<file path="config.mk">
export PLATFORM = sky130hd
export DESIGN_NAME = ir_receiver
export DESIGN_NICKNAME = d
export VERILOG_FILES = /design/src/rtl/ir_receiver.sv
export SDC_FILE = /design/constraint.sdc
export NUM_CORES = 1
export LEC_CHECK = 0
export BUFFER_PORTS_ARGS = -buffer_cell sky130_fd_sc_hd__buf_2
export CAP_MARGIN = 0
export CORE_UTILIZATION = 34
export DETAILED_ROUTE_END_ITERATION = 10
export GPL_TIMING_DRIVEN = 0
export PLACE_DENSITY = 0.55
export RECOVER_POWER = 25
export SKIP_CTS_REPAIR_TIMING = 1
export SYNTH_ARGS = -nofsm -noshare
export SYNTH_HDL_FRONTEND = slang
export SYNTH_SLANG_ARGS = --single-unit
</file>
<file path="constraint.sdc">
create_clock -name i_clk -period 7.3 [get_ports i_clk]
set_input_delay 1.095 -clock i_clk [delete_from_list [all_inputs] [get_ports i_clk]]
set_output_delay 1.095 -clock i_clk [all_outputs]
set_load 0.01 [all_outputs]
</file>
<file path="src/rtl/ir_receiver.sv">
// IR packet receiver: recovers bursts and gaps from a carrier-modulated IR
// pulse train by counting synchronized carrier edges, then decodes the
// START / SELECT / Right / Left / Backward / Forward packet into a 4-bit command.
module ir_receiver #(
  parameter int unsigned CARRIER_HALF = 1389,
  parameter int unsigned START_LEN    = 191,
  parameter int unsigned SEL_LEN      = 47,
  parameter int unsigned ASSERT_LEN   = 47,
  parameter int unsigned DEASSERT_LEN = 22,
  parameter int unsigned GAP_LEN      = 25,
  parameter int unsigned TOL          = 4
) (
  input  logic       i_clk,
  input  logic       i_reset,
  input  logic       i_ir_in,
  output logic [3:0] o_cmd,
  output logic       o_cmd_valid,
  output logic       o_pkt_err
);

  localparam int unsigned PERIOD  = 2 * CARRIER_HALF;
  localparam int unsigned SUB_W   = (PERIOD > 2) ? $clog2(PERIOD) : 1;
  localparam int unsigned CNT_W   = 16;
  localparam int unsigned GAP_MAX = GAP_LEN + TOL;
  localparam logic [CNT_W-1:0] CNT_MAX = '1;

  typedef enum logic [2:0] {
    IDLE,
    START,
    SELECT,
    BIT_R,
    BIT_L,
    BIT_B,
    BIT_F
  } state_t;

  logic [1:0]       r_sync;
  logic             r_sync_d;
  logic [SUB_W-1:0] r_sub;
  logic [CNT_W-1:0] r_gap;
  logic [CNT_W-1:0] r_burst;
  logic [CNT_W-1:0] r_gap_len;
  logic             r_in_burst;
  logic [2:0]       r_bits;
  state_t           r_state;

  logic w_edge;
  logic w_timeout;
  logic w_gap_over;
  logic w_gap_ok;
  logic w_is_start;
  logic w_is_sel;
  logic w_is_one;
  logic w_is_zero;
  logic w_bit_ok;
  logic w_elem_ok;

  // True when len lies within +/-TOL of nom (written to avoid unsigned underflow)
  function automatic logic len_match(input logic [CNT_W-1:0] len, input int unsigned nom);
    return ((32'(len) + TOL) >= nom) && (32'(len) <= (nom + TOL));
  endfunction

  // Two-flop synchronizer plus one delay flop for rising-edge detection
  always_ff @(posedge i_clk or posedge i_reset) begin
    if (i_reset) begin
      r_sync   <= '0;
      r_sync_d <= 1'b0;
    end else begin
      r_sync   <= {r_sync[0], i_ir_in};
      r_sync_d <= r_sync[1];
    end
  end

  assign w_edge = r_sync[1] & ~r_sync_d;

  // Elapsed time since the last edge, kept as whole carrier periods (r_gap)
  // plus clocks into the current period (r_sub); r_gap saturates
  always_ff @(posedge i_clk or posedge i_reset) begin
    if (i_reset) begin
      r_sub <= '0;
      r_gap <= '0;
    end else if (w_edge) begin
      r_sub <= SUB_W'(1);
      r_gap <= '0;
    end else if (r_sub == SUB_W'(PERIOD - 1)) begin
      r_sub <= '0;
      if (r_gap != CNT_MAX) r_gap <= r_gap + CNT_W'(1);
    end else begin
      r_sub <= r_sub + SUB_W'(1);
    end
  end

  // A burst ends once 3 half-periods (one period plus a half) pass without an edge
  assign w_timeout  = r_in_burst & ~w_edge & (r_gap == CNT_W'(1)) &
                      (r_sub == SUB_W'(CARRIER_HALF));
  assign w_gap_over = ~r_in_burst & (32'(r_gap) > GAP_MAX);

  // Burst edge counter; the preceding gap is captured on the first edge
  always_ff @(posedge i_clk or posedge i_reset) begin
    if (i_reset) begin
      r_in_burst <= 1'b0;
      r_burst    <= '0;
      r_gap_len  <= '0;
    end else if (w_edge) begin
      r_in_burst <= 1'b1;
      if (!r_in_burst) begin
        r_burst   <= CNT_W'(1);
        r_gap_len <= r_gap;
      end else if (r_burst != CNT_MAX) begin
        r_burst <= r_burst + CNT_W'(1);
      end
    end else if (w_timeout) begin
      r_in_burst <= 1'b0;
    end
  end

  assign w_gap_ok   = len_match(r_gap_len, GAP_LEN);
  assign w_is_start = len_match(r_burst, START_LEN);
  assign w_is_sel   = len_match(r_burst, SEL_LEN);
  assign w_is_one   = len_match(r_burst, ASSERT_LEN);
  assign w_is_zero  = len_match(r_burst, DEASSERT_LEN);
  assign w_bit_ok   = w_is_one | w_is_zero;

  // Whether the gap+burst just completed is what the current state expects
  always_comb begin
    w_elem_ok = 1'b0;
    case (r_state)
      START:                       w_elem_ok = w_gap_ok & w_is_sel;
      SELECT, BIT_R, BIT_L, BIT_B: w_elem_ok = w_gap_ok & w_bit_ok;
      default:                     w_elem_ok = 1'b0;
    endcase
  end

  // Packet decoder. The Forward burst completes the packet straight from
  // BIT_B, so BIT_F is never held and simply falls back to IDLE if reached.
  always_ff @(posedge i_clk or posedge i_reset) begin
    if (i_reset) begin
      r_state     <= IDLE;
      r_bits      <= '0;
      o_cmd       <= '0;
      o_cmd_valid <= 1'b0;
      o_pkt_err   <= 1'b0;
    end else begin
      o_cmd_valid <= 1'b0;
      o_pkt_err   <= 1'b0;
      if (w_timeout) begin
        if (r_state == IDLE) begin
          if (w_is_start) r_state <= START;
        end else if (!w_elem_ok) begin
          // Malformed element; the same burst may still open a new packet
          o_pkt_err <= 1'b1;
          r_state   <= w_is_start ? START : IDLE;
        end else begin
          case (r_state)
            START: r_state <= SELECT;
            SELECT: begin
              r_bits[2] <= w_is_one;
              r_state   <= BIT_R;
            end
            BIT_R: begin
              r_bits[1] <= w_is_one;
              r_state   <= BIT_L;
            end
            BIT_L: begin
              r_bits[0] <= w_is_one;
              r_state   <= BIT_B;
            end
            BIT_B: begin
              o_cmd       <= {r_bits, w_is_one};
              o_cmd_valid <= 1'b1;
              r_state     <= IDLE;
            end
            default: r_state <= IDLE;
          endcase
        end
      end else if (w_gap_over && (r_state != IDLE)) begin
        // Gap grew past the allowed maximum: abandon the packet immediately
        o_pkt_err <= 1'b1;
        r_state   <= IDLE;
      end
    end
  end

endmodule

</file>
* Word-level counts from Yosys, hierarchy flattened *
Index checks and enable logic that the tools add are counted.

operators by class
  add/sub/neg operators = 5
  order comparisons = 9
  equality and inequality tests = 12
  muxes and demuxes = 25
  bitwise logic cells = 12
  reductions and logical operators = 20

operators with widths
  operator                                                             number
  two-way mux 16 bit                                                   5
  adder 16 x 3 -> 17 bit (second input constant)                       2
  greater-or-equal comparator 17 x 5 -> 1 bit (second input constant)  2
  adder 16 x 1 -> 16 bit (second input constant)                       2
  greater-or-equal comparator 32 x 6 -> 1 bit (second input constant)  1
  greater-or-equal comparator 32 x 8 -> 1 bit (second input constant)  1
  less-or-equal comparator 16 x 5 -> 1 bit (second input constant)     2
  inequality test 16 bit (second input constant)                       2
  two-way mux 12 bit                                                   2
  == test 16 x 1 -> 1 bit (second input constant)                      1
  greater-than comparator 16 x 5 -> 1 bit (second input constant)      1
  less-or-equal comparator 16 x 6 -> 1 bit (second input constant)     1
  less-or-equal comparator 16 x 8 -> 1 bit (second input constant)     1
  AND reduction 4 bit                                                  4
  two-way mux 3 bit                                                    5
  adder 12 x 1 -> 12 bit (second input constant)                       1
  == test 12 x 11 -> 1 bit (second input constant)                     1
  == test 12 bit (second input constant)                               1
  one-hot mux 3 bit (4 select lines)                                   1
  two-way mux 1 bit                                                    11
  AND reduction 2 bit                                                  4
  nonzero test 2 bit                                                   4
  AND 1 bit                                                            7
  == test 3 x 2 -> 1 bit (second input constant)                       2
  11 further kinds                                                     19

storage, ports and cells
  flip-flop bits (word level) = 76
  input bits = 3
  logic and storage cells = 97

* Depth between registers and ports, before layout *
Gate-level depths: netlist (run 1).

  depth after elaboration = 9
  depth in mapped cells = 10
  mapped depth without buffers = 9

* Worst setup path before layout (run 1) *
OpenSTA, ideal clock, no wires.

  path kind = reg-to-reg
  from = register r_burst[3]
  to = register o_cmd[1]
  library setup time = 125 ps
  arrival = 2642 ps
  path slack = 4533 ps
  stages on the path, launching flop included = 10
  path buffers = 1
  cell sequence = dfrtp_1 ha_1 and3_1 buf_6 and4_1 o211a_1 o211ai_1 o21ai_1 a2111o_2 mux2_4

between the ends
  word-level cells in the longest chain between the ends = 7
  elaborated cells between the ends (all ways) = 12
  classes of those cells = 1 x add/sub; 4 x order compare; 1 x mux; 3 x bitwise; 3 x reduce/logical

RTL lines
  element                                                                                                     RTL line  text
  start: declaration                                                                                          41        logic [CNT_W-1:0] r_burst;
  start signal: assignment                                                                                    110       r_burst <= r_burst + CNT_W'(1);
  adder 16 x 3 -> 17 bit                                                                                      60        return ((32'(len) + TOL) >= nom) && (32'(len) <= (nom + TOL));
  greater-or-equal comparator 32 x 6 -> 1 bit or greater-or-equal comparator 17 x 5 -> 1 bit (tied branches)  60
  logical AND 1 bit                                                                                           60
  bitwise OR 1 bit                                                                                            122       assign w_bit_ok = w_is_one | w_is_zero;
  AND 1 bit                                                                                                   129       SELECT, BIT_R, BIT_L, BIT_B: w_elem_ok = w_gap_ok & w_bit_ok;
  one-hot mux 1 bit (2 select lines) (*)                                                                      127       case (r_state)
  AND reduction 4 bit (no line) (*)                                                                           n/a
  end signal: assignment                                                                                      169       o_cmd <= {r_bits, w_is_one};
  end: declaration                                                                                            16        output logic [3:0] o_cmd,

Every way passes the cells marked *; elsewhere a longest branch is shown, timed or not.
A chain may end at the register's enable or synchronous reset.

* Final worst setup path (run 1) *
  from = register r_burst[3]
  to = register r_burst[9]

between the ends
  word-level cells in the longest chain between the ends = 3
  elaborated cells between the ends (all ways) = 6
  classes of those cells = 1 x add/sub; 2 x eq/ne; 2 x mux; 1 x reduce/logical

RTL lines
  element                                                               RTL line
  adder 16 x 1 -> 16 bit or inequality test 16 bit (tied branches)      110, 109
  two-way mux 16 bit or inequality test 2 x 1 -> 1 bit (tied branches)  n/a
  two-way mux 16 bit or AND reduction 2 bit (tied branches)             n/a

Parallel ways exist; a longest one is shown, timed or not. The select of a mux whose other input is x is not followed.

==> metrics.txt, run 1 <==
run status=finished clean; CTS buffer count=9; clock buffer depth=2; commonest non-fill, non-tap cell in the layout=dfrtp_1; area grow syn2layout=12.77%; Residual DRC=0; synthesized area per cell=roughly 9.5 sq um; worst skew pair latency=0.34 ns; maximum clock frequency=309.9 MHz; CP arrival=3.43 ns; met3 wire len=roughly 230 um; internal power=around 790 uW; Mapped Cells=a little under 500; # IOs=9; min cycle time layout=3.227 ns; Critical Path Source=r_burst[3]; Reg power frac=between 40% and 50%; CP Class=flop to flop; EDFF count, synth=0; Routed Antenna Nets=0; Leak=0.002301 uW; First DRT Iteration DRCs=about 220; Worst Setup End Kind=flop; Hold Path Class=flop to flop; CP Capture Point=r_burst[9]; global-route wire length before repair=about 17,000 um; htree depth=3; Via Count=roughly 3,600; largest net degree at the start of global routing=70; routed len/inst=between 10 and 15 um; die area=about 14,000 sq um; core area=~13,000 sq um; setup TNS=0 ns; PwrDens=211.7 nW/um^2; final hold viol count=0; initial antenna violation count=0; peak supply drop=roughly 0.14 mV; FF-to-FF Start=r_burst[3]; most frequent cells in the layout=dfrtp_1, nor2_1, nand2_1, nand3_1, xnor2_1; Final period util=between 40% and 50%; Worst-path clk slew=around 0.060 ns; Die Wd=~120 um; top routing layer used=met4; Net Sw Frac=~29%; nets=527; critical path required time=between 7 and 8 ns; vias in the first global route=about 3,500; Final Total Pwr=1109 uW; Final setup viols=0; Sw Pwr=between 300 and 400 uW; Cell Rows=42; GRT overflow=0; unrepaired setup endpoints after global routing=false; Pre-antenna DRT Iters=4; CP Launch Type=flop; layout cell share with drive strength beyond 1=about an eighth; Comb power frac=between 15 and 20%; total track usage=roughly 15%; DR WL met2=about 4800 um; hpwl dp=approximately 7100 um; max-cap violations=0; R2R cell count=10; Cell variety after synth=between 60 and 70; Metal-1 WL=roughly 4900 um; CTS tree=built; YS warnings=0; Slew Limit Fails=0; Die H=about 120 um; sequential area share after synthesis=roughly two fifths; IO Port Bufs=8; reg2reg setup slack=4.07 ns; worst slew pin tran=about 0.93 ns; Most used DFF post-synth=dfrtp_1; Netlist Area Pre-Place=around 4600 sq um; Setup Skew=approximately 0.0065 ns; routed vias/inst=between 5 and 6; Synth Register Bits=between 70 and 80; GPL Wtd Cong=0.7915; Max Fanout on Critical Path=11; total wire length=10,070 um; slew margin rel.=a little under two fifths; root buffer cell=clkbuf_16; clk sink count=76; Syn Nets=about 500; reg2reg end=r_burst[9]; FFs w/ async S/R, synth=100.0%; Fillers=1,343; Clock power frac=40.9%; Ant. Diodes=0; starting density of the core=34.92%
==> critical path, cell delays in order (launching register included) <==
cell and delay (ns):
dfrtp_1 0.50, ha_1 0.29, and3_1 0.20, buf_6 0.14, and4_1 0.21, a41oi_1 0.76
and3_1 0.26, clkbuf_1 0.33, nand4_1 0.18, xnor2_1 0.17, nor2_1 0.05
==> state kept, by name (all words and copies together) (netlist names), 2 cells and up <==
register,count
o_cmd,4
r_bits,3
r_burst,16
r_gap,16
r_gap_len,16
r_state,3
r_sub,12
r_sync,2
==> per-layer routing <==
metal	vias to the layer above	track usage [%]
met5	-	0
met4	0	5.617
met3	9	3.257
met2	31	24.23
met1	1794	20.13
li1	1809	-
==> Yosys cell counts, drive strengths merged, types with 6 or more instances <==
cell type	count	share of area, %
a21oi	13	1.4
and2	10	1.5
and3	19	2.6
and4	6	1.1
buf	7	1.6
clkbuf	16	1.3
dfrtp	76	41
ha	14	3.8
inv	22	1.8
mux2	17	4.4
nand2	30	2.4
nand3	26	2.8
nand4	12	1.6
nor2	52	4.2
nor2b	6	0.81
nor3	9	0.97
nor4	9	1.5
o21ai	19	2.3
or3	8	1.1
xnor2	23	4.3
xor2	17	3.2
==> power by group through the flow <==
| stage | clock network [uW] | registers [uW] | logic, uW |
|---|---|---|---|
| global route | 483 | 483 | 201 |
| global placement | 0 | 484 | 172 |
| finish | 454 | 478 | 177 |
| CTS | 464 | 478 | 179 |
| floorplan | 0 | 475 | 140 |
| detailed placement | 0 | 485 | 178 |
==> worst min path at each step <==
stage,slack [ns],cells past startpoint,end,start
6_report,0.35,0,r_sync[1],r_sync[0]
5_1_grt,0.36,0,r_sync[1],r_sync[0]
3_5_place_dp,0.34,0,r_sync[1],r_sync[0]
2_1_floorplan,0.33,0,r_sync[1],r_sync[0]
4_1_cts,0.35,0,r_sync[1],r_sync[0]
3_3_place_gp,0.34,0,r_sync[1],r_sync[0]
==> metrics by stage <==
step	std cells	cell area (sq um)	hold WS (ns)	setup WS (ns)	utilization (%)
3_5_place_dp	675	4933	0.3405	4.075	37.11
4_1_cts	691	5238	0.3540	4.053	39.39
3_3_place_gp	674	4903	0.3377	3.218	36.88
6_report	691	5236	0.3507	4.073	39.38
2_1_floorplan	490	4643	0.3312	4.267	-
5_1_grt	691	5236	0.3596	3.840	39.38
==> cells by family (layout without fill, tap and decap cells) <==
group / after synthesis / in the layout / synth area share, %
XOR/XNOR: 40 / 40 / 7.545
buffers and inverters: 45 / 70 / 4.715
multiplexers: 21 / 21 / 5.228
AND/OR/NAND/NOR: 211 / 211 / 24.66
flip-flops: 76 / 76 / 40.96
adder cells (fa/ha/maj): 14 / 14 / 3.773
AO/OA/AOI/OAI: 83 / 83 / 13.12
==> layout make-up <==
class	instances	area, sq um	area share (%)
inverters	22	83.83	1.601
multi-input cells	369	2522	48.17
clock inverters	5	61.31	1.171
repair buffers	9	67.56	1.290
flip-flops and latches	76	1902	36.32
clock buffers	11	242.7	4.636
plain buffers	23	136.4	2.605
well taps	176	220.2	4.205
No activity file was read; power rests on OpenSTA's default activity.
==> run 2: changes to the inputs <==
- clock period: 7.3 -> 3.05 ns (I/O delays scaled with it)
==> run 2 against run 1 <==
Compared with the run above: the flow now finishes with violations (capacitance limit, slew limit); worst hold slack worse by 0.27 ns; maximum frequency grew 9.4%; via count is 0.55% higher; sequential power rose by 140%; routed wire length is 1.5% higher; final cell count grew 1.0%; clock power up 140%; combinational power rose to 2.9 times the previous value; flip-flop and latch count stayed put; die area unchanged; total power grew 150%; critical path type unchanged; largest cell class unchanged.
==> metrics.txt, run 2 (synthesis results as in run 1) <==
run status=complete, but fails checks; failing checks=capacitance limit, slew limit; htree depth=3; hpwl dp=7143 um; Residual DRC=0; routed vias/inst=around 5.2; CP Launch Type=flop; starting density of the core=34.92%; CP arrival=3.17 ns; Worst Setup End Kind=flop; Pre-antenna DRT Iters=4; Layout Utilization=about 40%; Die H=about 120 um; FF-to-FF Start=r_burst[3]; worst slew pin tran=around 1.7 ns; Top Registers=r_burst (16), r_gap (16), r_gap_len (16); nets=between 500 and 600; Critical Path Source=r_burst[3]; worst skew pair latency=about 0.34 ns; routed len/inst=~15 um; GPL Wtd Cong=a little under 0.8; IO Port Bufs=8; maximum clock frequency=between 300 and 400 MHz; Die Wd=118.9 um; clk sink count=76; layout cell share with drive strength beyond 1=between 15 and 20%; clock buffer depth=2; # IOs=9; critical path required time=roughly 3.3 ns; CTS tree=built; Via Count=3,663; global-route wire length before repair=17,040 um; Max Fanout on Critical Path=10; core area=roughly 13,000 sq um; Cell Rows=42; Hold Path Class=input pin to asynchronous set/reset pin; placement-stage cell area=about 4900 sq um; PwrDens=slightly above 500 nW/um^2; Place WS=-0.1755 ns; commonest non-fill, non-tap cell in the layout=dfrtp_1; Final period util=about 97%; Slew Limit Fails=70; most frequent cells in the layout=dfrtp_1, nor2_1, nand2_1, nand3_1, xnor2_1; CP Capture Point=o_cmd[1]; Finished Layout Cells=~700; max-cap violations=1; min cycle time layout=roughly 3 ns; total track usage=15.17%; Final Cell Area=~5300 sq um; Final WS setup=a little over 0.1 ns; CP Class=flop to flop; R2R cell count=9; reg2reg end=o_cmd[1]; First DRT Iteration DRCs=240; total wire length=10,220 um; die area=14,130 sq um; initial antenna violation count=0; GRT overflow=0; reg2reg setup slack=slightly above 0.1 ns; Worst-path clk slew=about 0.06 ns; CTS buffer count=9; Post-Place Cells=approximately 680; peak supply drop=~0.35 mV; vias in the first global route=roughly 3,500; Setup Skew=about 0.0062 ns; root buffer cell=clkbuf_16; largest net degree at the start of global routing=70; Routed Antenna Nets=0; final hold viol count=0; setup TNS=0 ns; Final setup viols=0; area grow syn2layout=14.07%; Ant. Diodes=0; Leak=about 0.0023 uW; slew margin rel.=-13.05%
run 2: final cells by class:
class / instances / area (sq um)
Buffer: 22 / 132.6
Clock buffer: 11 / 242.7
Multi-Input combinational cell: 369 / 2546
Timing Repair Buffer: 17 / 105.1
Tap cell: 176 / 220.2
Fill cell: 1338 / 7999
Sequential cell: 76 / 1904
Inverter: 22 / 83.83
Clock inverter: 5 / 61.31
run 2: worst min path at each step:
stage / cells past startpoint / endpoint / slack, ns
6_report: 2 / r_burst[8] / 0.08
2_1_floorplan: 0 / r_sync[1] / 0.33
3_5_place_dp: 0 / r_sync[1] / 0.34
3_3_place_gp: 0 / r_sync[1] / 0.34
5_1_grt: 2 / r_burst[8] / 0.1
4_1_cts: 2 / r_burst[5] / 0.01
run 2: through the flow:
step                hold WS, ns  power, uW
detailed placement       0.3405       1588
global route            0.09850       2889
CTS                     0.01023       2683
global placement         0.3377       1569
floorplan                0.3312       1471
finish                  0.07813       2751
run 2: per-layer routing:
metal  vias up  global-route usage [%]  routed length [um]
met1      1796                   20.13                4994
met5         -                       0                   0
met4         0                   5.617                 141
met3        11                   3.257                 220
li1       1820                       -                   -
met2        36                   24.23                4867
run 2: worst max-delay path, stage by stage (launching register included):
cell and delay, ns:
dfrtp_2 0.47, ha_4 0.19, and3_1 0.18, buf_6 0.14, and4_1 0.20, o211a_1 0.23
o211ai_1 0.33, o21ai_2 0.20, a2111o_2 0.58, mux2_4 0.32
run 2: report_power, final:
part           total [uW]  internal [uW]  switching, uW
logic                 522            233            289
registers            1140           1060           77.3
clock network        1090            659            428
total                2750           1960            795
